`src/rtl/writeback_stage_pkg.sv`:
```
// Shared write-back definitions: source selects, load types,
// reset constants and the latched WB entry.
package writeback_stage_pkg;

  localparam logic [1:0] WB_SEL_ALU  = 2'b00;
  localparam logic [1:0] WB_SEL_MEM  = 2'b01;
  localparam logic [1:0] WB_SEL_LINK = 2'b10;
  localparam logic [1:0] WB_SEL_NONE = 2'b11;

  localparam logic [2:0] LD_W  = 3'd0;
  localparam logic [2:0] LD_H  = 3'd1;
  localparam logic [2:0] LD_HU = 3'd2;
  localparam logic [2:0] LD_B  = 3'd3;
  localparam logic [2:0] LD_BU = 3'd4;

  localparam logic [31:0] INIT_32 = 32'h0;
  localparam logic [4:0]  INIT_5  = 5'h0;

  typedef struct packed {
    logic        valid;
    logic        reg_write;
    logic [4:0]  addr;
    logic [31:0] data;
    logic [31:0] pc;
  } wb_entry_t;

  localparam wb_entry_t WB_BUBBLE = '{
    valid:     1'b0,
    reg_write: 1'b0,
    addr:      INIT_5,
    data:      INIT_32,
    pc:        INIT_32
  };

endpackage

```
`src/rtl/writeback_stage_if.sv`:
```
// MEM-side inputs and register-file-side outputs of
// the write-back stage, grouped for port hookup.
interface writeback_stage_if #(
  parameter int CNT_WIDTH = 32
);

  logic                 stall;
  logic                 flush;
  logic                 mem_valid;
  logic                 mem_reg_write;
  logic [4:0]           mem_write_reg_addr;
  logic [1:0]           mem_wb_sel;
  logic [2:0]           mem_load_type;
  logic [1:0]           mem_byte_offset;
  logic [31:0]          mem_alu_result;
  logic [31:0]          mem_read_data;
  logic [31:0]          mem_pc;

  logic                 reg_write;
  logic [4:0]           write_reg_addr;
  logic [31:0]          write_data;
  logic                 wb_valid;
  logic [31:0]          wb_pc;
  logic [CNT_WIDTH-1:0] retired_count;

  modport master (
    output stall, flush, mem_valid, mem_reg_write,
    output mem_write_reg_addr, mem_wb_sel,
    output mem_load_type, mem_byte_offset,
    output mem_alu_result, mem_read_data, mem_pc,
    input  reg_write, write_reg_addr, write_data,
    input  wb_valid, wb_pc, retired_count
  );

  modport slave (
    input  stall, flush, mem_valid, mem_reg_write,
    input  mem_write_reg_addr, mem_wb_sel,
    input  mem_load_type, mem_byte_offset,
    input  mem_alu_result, mem_read_data, mem_pc,
    output reg_write, write_reg_addr, write_data,
    output wb_valid, wb_pc, retired_count
  );

endinterface

```
`src/rtl/writeback_stage_load_formatter.sv`:
```
// Sub-word load extraction and extension of the raw
// little-endian memory word.
module load_formatter
  import writeback_stage_pkg::*;
(
  input  logic [31:0] raw_data,
  input  logic [2:0]  load_type,
  input  logic [1:0]  byte_offset,
  output logic [31:0] data_out
);

  logic [7:0]  sel_byte;
  logic [15:0] sel_half;

  // pick the addressed byte/half, then extend by load type
  always_comb begin
    sel_byte = raw_data[7:0];
    unique case (byte_offset)
      2'd0: sel_byte = raw_data[7:0];
      2'd1: sel_byte = raw_data[15:8];
      2'd2: sel_byte = raw_data[23:16];
      2'd3: sel_byte = raw_data[31:24];
      default: sel_byte = raw_data[7:0];
    endcase
    sel_half = byte_offset[1] ? raw_data[31:16]
                              : raw_data[15:0];
    unique case (load_type)
      LD_H:    data_out = {{16{sel_half[15]}}, sel_half};
      LD_HU:   data_out = {16'h0, sel_half};
      LD_B:    data_out = {{24{sel_byte[7]}}, sel_byte};
      LD_BU:   data_out = {24'h0, sel_byte};
      default: data_out = raw_data;
    endcase
  end

endmodule

```
`src/rtl/writeback_stage.sv`:
```
// MEM/WB pipeline register with write-back source mux,
// load formatting and a retired-instruction counter.
module writeback_stage
  import writeback_stage_pkg::*;
#(
  parameter int          CNT_WIDTH   = 32,
  parameter logic [31:0] LINK_OFFSET = 32'd8
) (
  input logic              clk,
  input logic              rst,
  writeback_stage_if.slave bus
);

  logic [31:0]          load_data;
  wb_entry_t            next_e;
  wb_entry_t            cur_e;
  logic [CNT_WIDTH-1:0] count;

  load_formatter u_fmt (
    .raw_data    (bus.mem_read_data),
    .load_type   (bus.mem_load_type),
    .byte_offset (bus.mem_byte_offset),
    .data_out    (load_data)
  );

  // build the entry to latch from the MEM-side inputs
  always_comb begin
    next_e       = WB_BUBBLE;
    next_e.valid = bus.mem_valid;
    next_e.addr  = bus.mem_write_reg_addr;
    next_e.pc    = bus.mem_pc;
    unique case (bus.mem_wb_sel)
      WB_SEL_ALU:  next_e.data = bus.mem_alu_result;
      WB_SEL_MEM:  next_e.data = load_data;
      WB_SEL_LINK: next_e.data = bus.mem_pc + LINK_OFFSET;
      default:     next_e.data = INIT_32;
    endcase
    next_e.reg_write = bus.mem_valid
                     & bus.mem_reg_write
                     & (bus.mem_write_reg_addr != INIT_5)
                     & (bus.mem_wb_sel != WB_SEL_NONE);
  end

  // WB latch and retire counter: flush beats stall
  always_ff @(posedge clk or posedge rst) begin
    if (rst) begin
      cur_e <= WB_BUBBLE;
      count <= '0;
    end else if (bus.flush) begin
      cur_e <= WB_BUBBLE;
    end else if (!bus.stall) begin
      cur_e <= next_e;
      if (bus.mem_valid)
        count <= count + CNT_WIDTH'(1);
    end
  end

  assign bus.reg_write      = cur_e.reg_write;
  assign bus.write_reg_addr = cur_e.addr;
  assign bus.write_data     = cur_e.data;
  assign bus.wb_valid       = cur_e.valid;
  assign bus.wb_pc          = cur_e.pc;
  assign bus.retired_count  = count;

endmodule

```
`src/flat_wrapper.sv`:
```
// flat-port wrapper written by rule: the top's interface ports become plain ports
module writeback_stage_flat import writeback_stage_pkg::*;
#(
  parameter int          CNT_WIDTH   = 32,
  parameter logic [31:0] LINK_OFFSET = 32'd8
)
  (clk, rst, bus_stall, bus_flush, bus_mem_valid, bus_mem_reg_write, bus_mem_write_reg_addr, bus_mem_wb_sel, bus_mem_load_type, bus_mem_byte_offset, bus_mem_alu_result, bus_mem_read_data, bus_mem_pc, bus_reg_write, bus_write_reg_addr, bus_write_data, bus_wb_valid, bus_wb_pc, bus_retired_count);
  writeback_stage_if #(.CNT_WIDTH(CNT_WIDTH)) bus_i ();
  input logic clk;
  input logic rst;
  input wire logic [$bits(bus_i.stall)-1:0] bus_stall;
  input wire logic [$bits(bus_i.flush)-1:0] bus_flush;
  input wire logic [$bits(bus_i.mem_valid)-1:0] bus_mem_valid;
  input wire logic [$bits(bus_i.mem_reg_write)-1:0] bus_mem_reg_write;
  input wire logic [$bits(bus_i.mem_write_reg_addr)-1:0] bus_mem_write_reg_addr;
  input wire logic [$bits(bus_i.mem_wb_sel)-1:0] bus_mem_wb_sel;
  input wire logic [$bits(bus_i.mem_load_type)-1:0] bus_mem_load_type;
  input wire logic [$bits(bus_i.mem_byte_offset)-1:0] bus_mem_byte_offset;
  input wire logic [$bits(bus_i.mem_alu_result)-1:0] bus_mem_alu_result;
  input wire logic [$bits(bus_i.mem_read_data)-1:0] bus_mem_read_data;
  input wire logic [$bits(bus_i.mem_pc)-1:0] bus_mem_pc;
  output wire logic [$bits(bus_i.reg_write)-1:0] bus_reg_write;
  output wire logic [$bits(bus_i.write_reg_addr)-1:0] bus_write_reg_addr;
  output wire logic [$bits(bus_i.write_data)-1:0] bus_write_data;
  output wire logic [$bits(bus_i.wb_valid)-1:0] bus_wb_valid;
  output wire logic [$bits(bus_i.wb_pc)-1:0] bus_wb_pc;
  output wire logic [$bits(bus_i.retired_count)-1:0] bus_retired_count;
  assign bus_i.stall = bus_stall;
  assign bus_i.flush = bus_flush;
  assign bus_i.mem_valid = bus_mem_valid;
  assign bus_i.mem_reg_write = bus_mem_reg_write;
  assign bus_i.mem_write_reg_addr = bus_mem_write_reg_addr;
  assign bus_i.mem_wb_sel = bus_mem_wb_sel;
  assign bus_i.mem_load_type = bus_mem_load_type;
  assign bus_i.mem_byte_offset = bus_mem_byte_offset;
  assign bus_i.mem_alu_result = bus_mem_alu_result;
  assign bus_i.mem_read_data = bus_mem_read_data;
  assign bus_i.mem_pc = bus_mem_pc;
  assign bus_reg_write = bus_i.reg_write;
  assign bus_write_reg_addr = bus_i.write_reg_addr;
  assign bus_write_data = bus_i.write_data;
  assign bus_wb_valid = bus_i.wb_valid;
  assign bus_wb_pc = bus_i.wb_pc;
  assign bus_retired_count = bus_i.retired_count;
  writeback_stage #(.CNT_WIDTH(CNT_WIDTH), .LINK_OFFSET(LINK_OFFSET)) u_core (.clk(clk), .rst(rst), .bus(bus_i));
endmodule
```
`config.mk`:
```
export PLATFORM = sky130hd
export DESIGN_NAME = writeback_stage_flat
export DESIGN_NICKNAME = d
export VERILOG_FILES = /design/src/rtl/writeback_stage_pkg.sv /design/src/rtl/writeback_stage_if.sv /design/src/rtl/writeback_stage_load_formatter.sv /design/src/rtl/writeback_stage.sv /design/src/flat_wrapper.sv
export SDC_FILE = /design/constraint.sdc
export NUM_CORES = 1
export LEC_CHECK = 0
export CAP_MARGIN = 20
export CORE_ASPECT_RATIO = 1.1
export CORE_MARGIN = 1.5
export CORE_UTILIZATION = 25
export DETAILED_ROUTE_END_ITERATION = 8
export SETUP_SLACK_MARGIN = 0.4
export SLEW_MARGIN = 0
export SYNTH_ARGS = -nofsm -noshare
export SYNTH_HDL_FRONTEND = slang
export SYNTH_SLANG_ARGS = --single-unit
export TNS_END_PERCENT = 1
```
`constraint.sdc`:
```
create_clock -name clk -period 11.5 [get_ports clk]
set_clock_uncertainty 0.15 [all_clocks]
set_input_delay 2.875 -clock clk [delete_from_list [all_inputs] [get_ports clk]]
set_output_delay 2.875 -clock clk [all_outputs]
set_load 0.02 [all_outputs]
```
==> impl_metrics.csv <==
group,metric,value,unit
timing,hold_viol_final,0,
layout,mostFrequentLayoutCell,"clkdlybuf4s50_1",
logic_synthesis,postSynthCellCount,616,
worst_setup_path,cp_num_buf_inv,1,
logic_synthesis,syn_nets,732,
logic_synthesis,syn-cell-area,0.006001,mm^2
power_and_ir_drop,p_leak,3.581,nW
layout,drive_above_1_share,6.112,%
worst_setup_path,worstPathCellList,"clkdlybuf4s50_1, nor3_1, nand2_1, o32ai_1, a22oi_1, nand2_1",
clocking,cts_max_level,3,
worst_setup_path,endpoint_kind,"flop",
placement,hpwlAfterDp,17.04,mm
timing,min_period,5628,ps
drt,wl,22.28,mm
drt,via_per_inst,5.067,
layout,final_area,0.008710,mm^2
logic_synthesis,synth-async-reset-ratio,100.0,%
timing,relSlewSlack,37.33,%
worst_setup_path,cp_data_required_time,11640,ps
clocking,cts_resized,0,
logic_synthesis,synth-edff-count,0,
hold_path,hold_path_class,"reg -> reg",
worst_setup_path,critical_path_class,"in -> reg",
logic_synthesis,ys.flop_type,"dfrtp_1",
timing,maxSlewViolCount,0,
timing,setup_viol,0,
timing,fmax,177.7,MHz
clocking,clkLatencyLatePin,360,ps
timing,period_share,48.94,%
worst_setup_path,cp_max_fo,21,
timing,rsz0062_at_grt,"no",
clocking,clock_sinks,103,
placement,gp_congestion,0.8986,
global_routing,grtUsageTotal,17.78,%
global_routing,grt_max_degree,55,
global_routing,first_global_vias,5695,
floorplan,die_x,150.7,um
floorplan,num_rows,59,
placement,place_area,0.008419,mm^2
global_routing,grt_pass1_wl,33.63,mm
worst_setup_path,start_kind,"primary input",
timing,setup-tns-final,0,ps
clocking,cts_buffers,9,
clocking,post-cts-setup-buffer-count,0,
logic_synthesis,synth.distinct_cells,66,
worst_setup_path,max_stage_delay,950,ps
drt,antenna_left,0,
floorplan,coreArea,0.02362,mm^2
floorplan,initial_core_util,25.40,%
logic_synthesis,postSynthAreaPerCell,9.741,um^2
power_and_ir_drop,power.ir.vdd_worst,64.52,uV
timing,worstMarginPinSlew,932.9,ps
drt,first_pass_iters,6,
drt,dr_total_vias,5690,
layout,final_cell_mix,"clkdlybuf4s50_1 (214), dfrtp_1 (103), nor2_1 (70)",
power_and_ir_drop,power.density,108.5,mW/mm^2
logic_synthesis,ys_seq_area_share,42.95,%
clocking,clk_pin_slew,80,ps
layout,area_growth,45.14,%
run,cap_viol_max_count,0,
floorplan,pin_count,217,
logic_synthesis,ys_ff_latch,103,
clocking,root_buffer,"clkbuf_16",
logic_synthesis,ys_warn_count,0,
placement,portBuffers,216,
layout,diodes,0,
clocking,cts_tree,"yes",
clocking,cts_hold_buf,0,
layout,nets,929,
outcome,outcome,"finished clean",
drt,drc_errors,0,
floorplan,die-area,0.02494,mm^2
drt,wl_per_cell,19.84,um
clocking,clock_path_buffers,2,
worst_setup_path,timing.critical_path.mode_cell,"nand2_1",
floorplan,die_y,165.5,um
global_routing,gr-total-overflow,0,
worst_setup_path,cp.arrival,5770,ps
drt,drtIter0Drc,291,
worst_setup_path,crit_family,"simple AND/OR/NAND/NOR gates",
worst_setup_path,crit_slowest_cell,"nor3_1",
global_routing,antenna_found_initial,0,
==> sequential cells by signal (all words and copies together), names as in the netlist <==
register / cells
u_core.bus.retired_count: 32
u_core.bus.wb_pc: 32
u_core.bus.write_data: 32
u_core.bus.write_reg_addr: 5
u_core.bus.reg_write: 1
u_core.bus.wb_valid: 1
==> report_power, final <==
part / internal, W / switching [W]
Clock: 0.000156 / 0.000153
Combinational: 0.000111 / 0.000123
Sequential: 0.000384 / 0.0000193
Total: 0.000650 / 0.000295
==> metrics by stage <==
step	hold slack [ps]	setup slack, ps	cells	total power [W]	utilization (%)
floorplan	427.7	5771	616	0.0005173	-
global placement	301.4	5708	1107	0.0006446	35.64
detailed placement	314.5	5663	1107	0.0006452	35.64
CTS	334.3	5992	1123	0.0009584	36.87
global route	348.0	5573	1123	0.0009896	36.87
finish	331.7	5872	1123	0.0009454	36.87
==> cell usage after synthesis (all sizes together) (2+ instances only) <==
master | count | area (um^2)
dfrtp | 103 | 2577
nor2 | 72 | 275.3
mux2i | 50 | 500.5
nand2 | 35 | 133.9
a21oi | 28 | 140.1
xnor2 | 28 | 245.2
nand3 | 27 | 135.1
o21ai | 25 | 125.1
xor2 | 25 | 219.0
buf | 22 | 116.4
o221ai | 19 | 210.2
inv | 17 | 63.81
clkbuf | 15 | 56.30
a22oi | 14 | 105.1
a31oi | 12 | 75.07
nand4 | 12 | 75.07
and4 | 11 | 96.34
nor2b | 10 | 65.06
a221oi | 7 | 61.31
and3 | 7 | 45.05
nor3b | 6 | 67.57
or2 | 6 | 37.54
nor3 | 5 | 25.02
o211ai | 5 | 37.54
a211o | 4 | 35.03
a211oi | 4 | 35.03
a222oi | 4 | 40.04
nor4 | 4 | 25.02
o221a | 4 | 45.04
or4 | 4 | 30.03
a21o | 3 | 22.52
a32oi | 3 | 26.28
a221o | 2 | 20.02
ha | 2 | 25.02
mux2 | 2 | 22.52
nand2b | 2 | 12.51
o31a | 2 | 17.52
==> area by class of cell <==
type	instances	area, um^2
timing repair buffer	223	2205
clock buffer	10	239.0
multi-input combinational	459	3189
clock inverter	6	51.30
inverter	17	66.31
fill	2439	14910
tap	305	381.6
sequential	103	2577
==> path summary, 6_finish.rpt <==
path                                         startpoint                           end  slack [ps]  cells after the start
setup reg to reg            u_core.bus.retired_count[0]  u_core.bus.retired_count[30]        9600                      5
hold / removal             u_core.bus.retired_count[31]  u_core.bus.retired_count[31]         330                      1
max in group asynchronous                           rst      u_core.bus.write_data[6]        7210                      3
hold reg to reg            u_core.bus.retired_count[31]  u_core.bus.retired_count[31]         330                      1
min in group asynchronous                           rst  u_core.bus.retired_count[30]        2800                      2
setup / recovery                      bus_mem_wb_sel[0]      u_core.bus.write_data[7]        5870                      6
==> routing by layer <==
metal  global-route usage (%)  part of all wire (%)
met1                    22.35                    42
met2                    29.51                    48
met3                    4.423                   8.0
met4                    6.267                   2.5
met5                        0                     0
==> cell families after synthesis <==
group           synth area share, %
simple gates                  18.41
compound gates                17.45
flops                         42.95
buf+inv                       3.941
xor+xnor                      7.736
mux                           9.091
fa+ha+maj                    0.4169
Note: power is estimated with default switching activity, not from simulation.
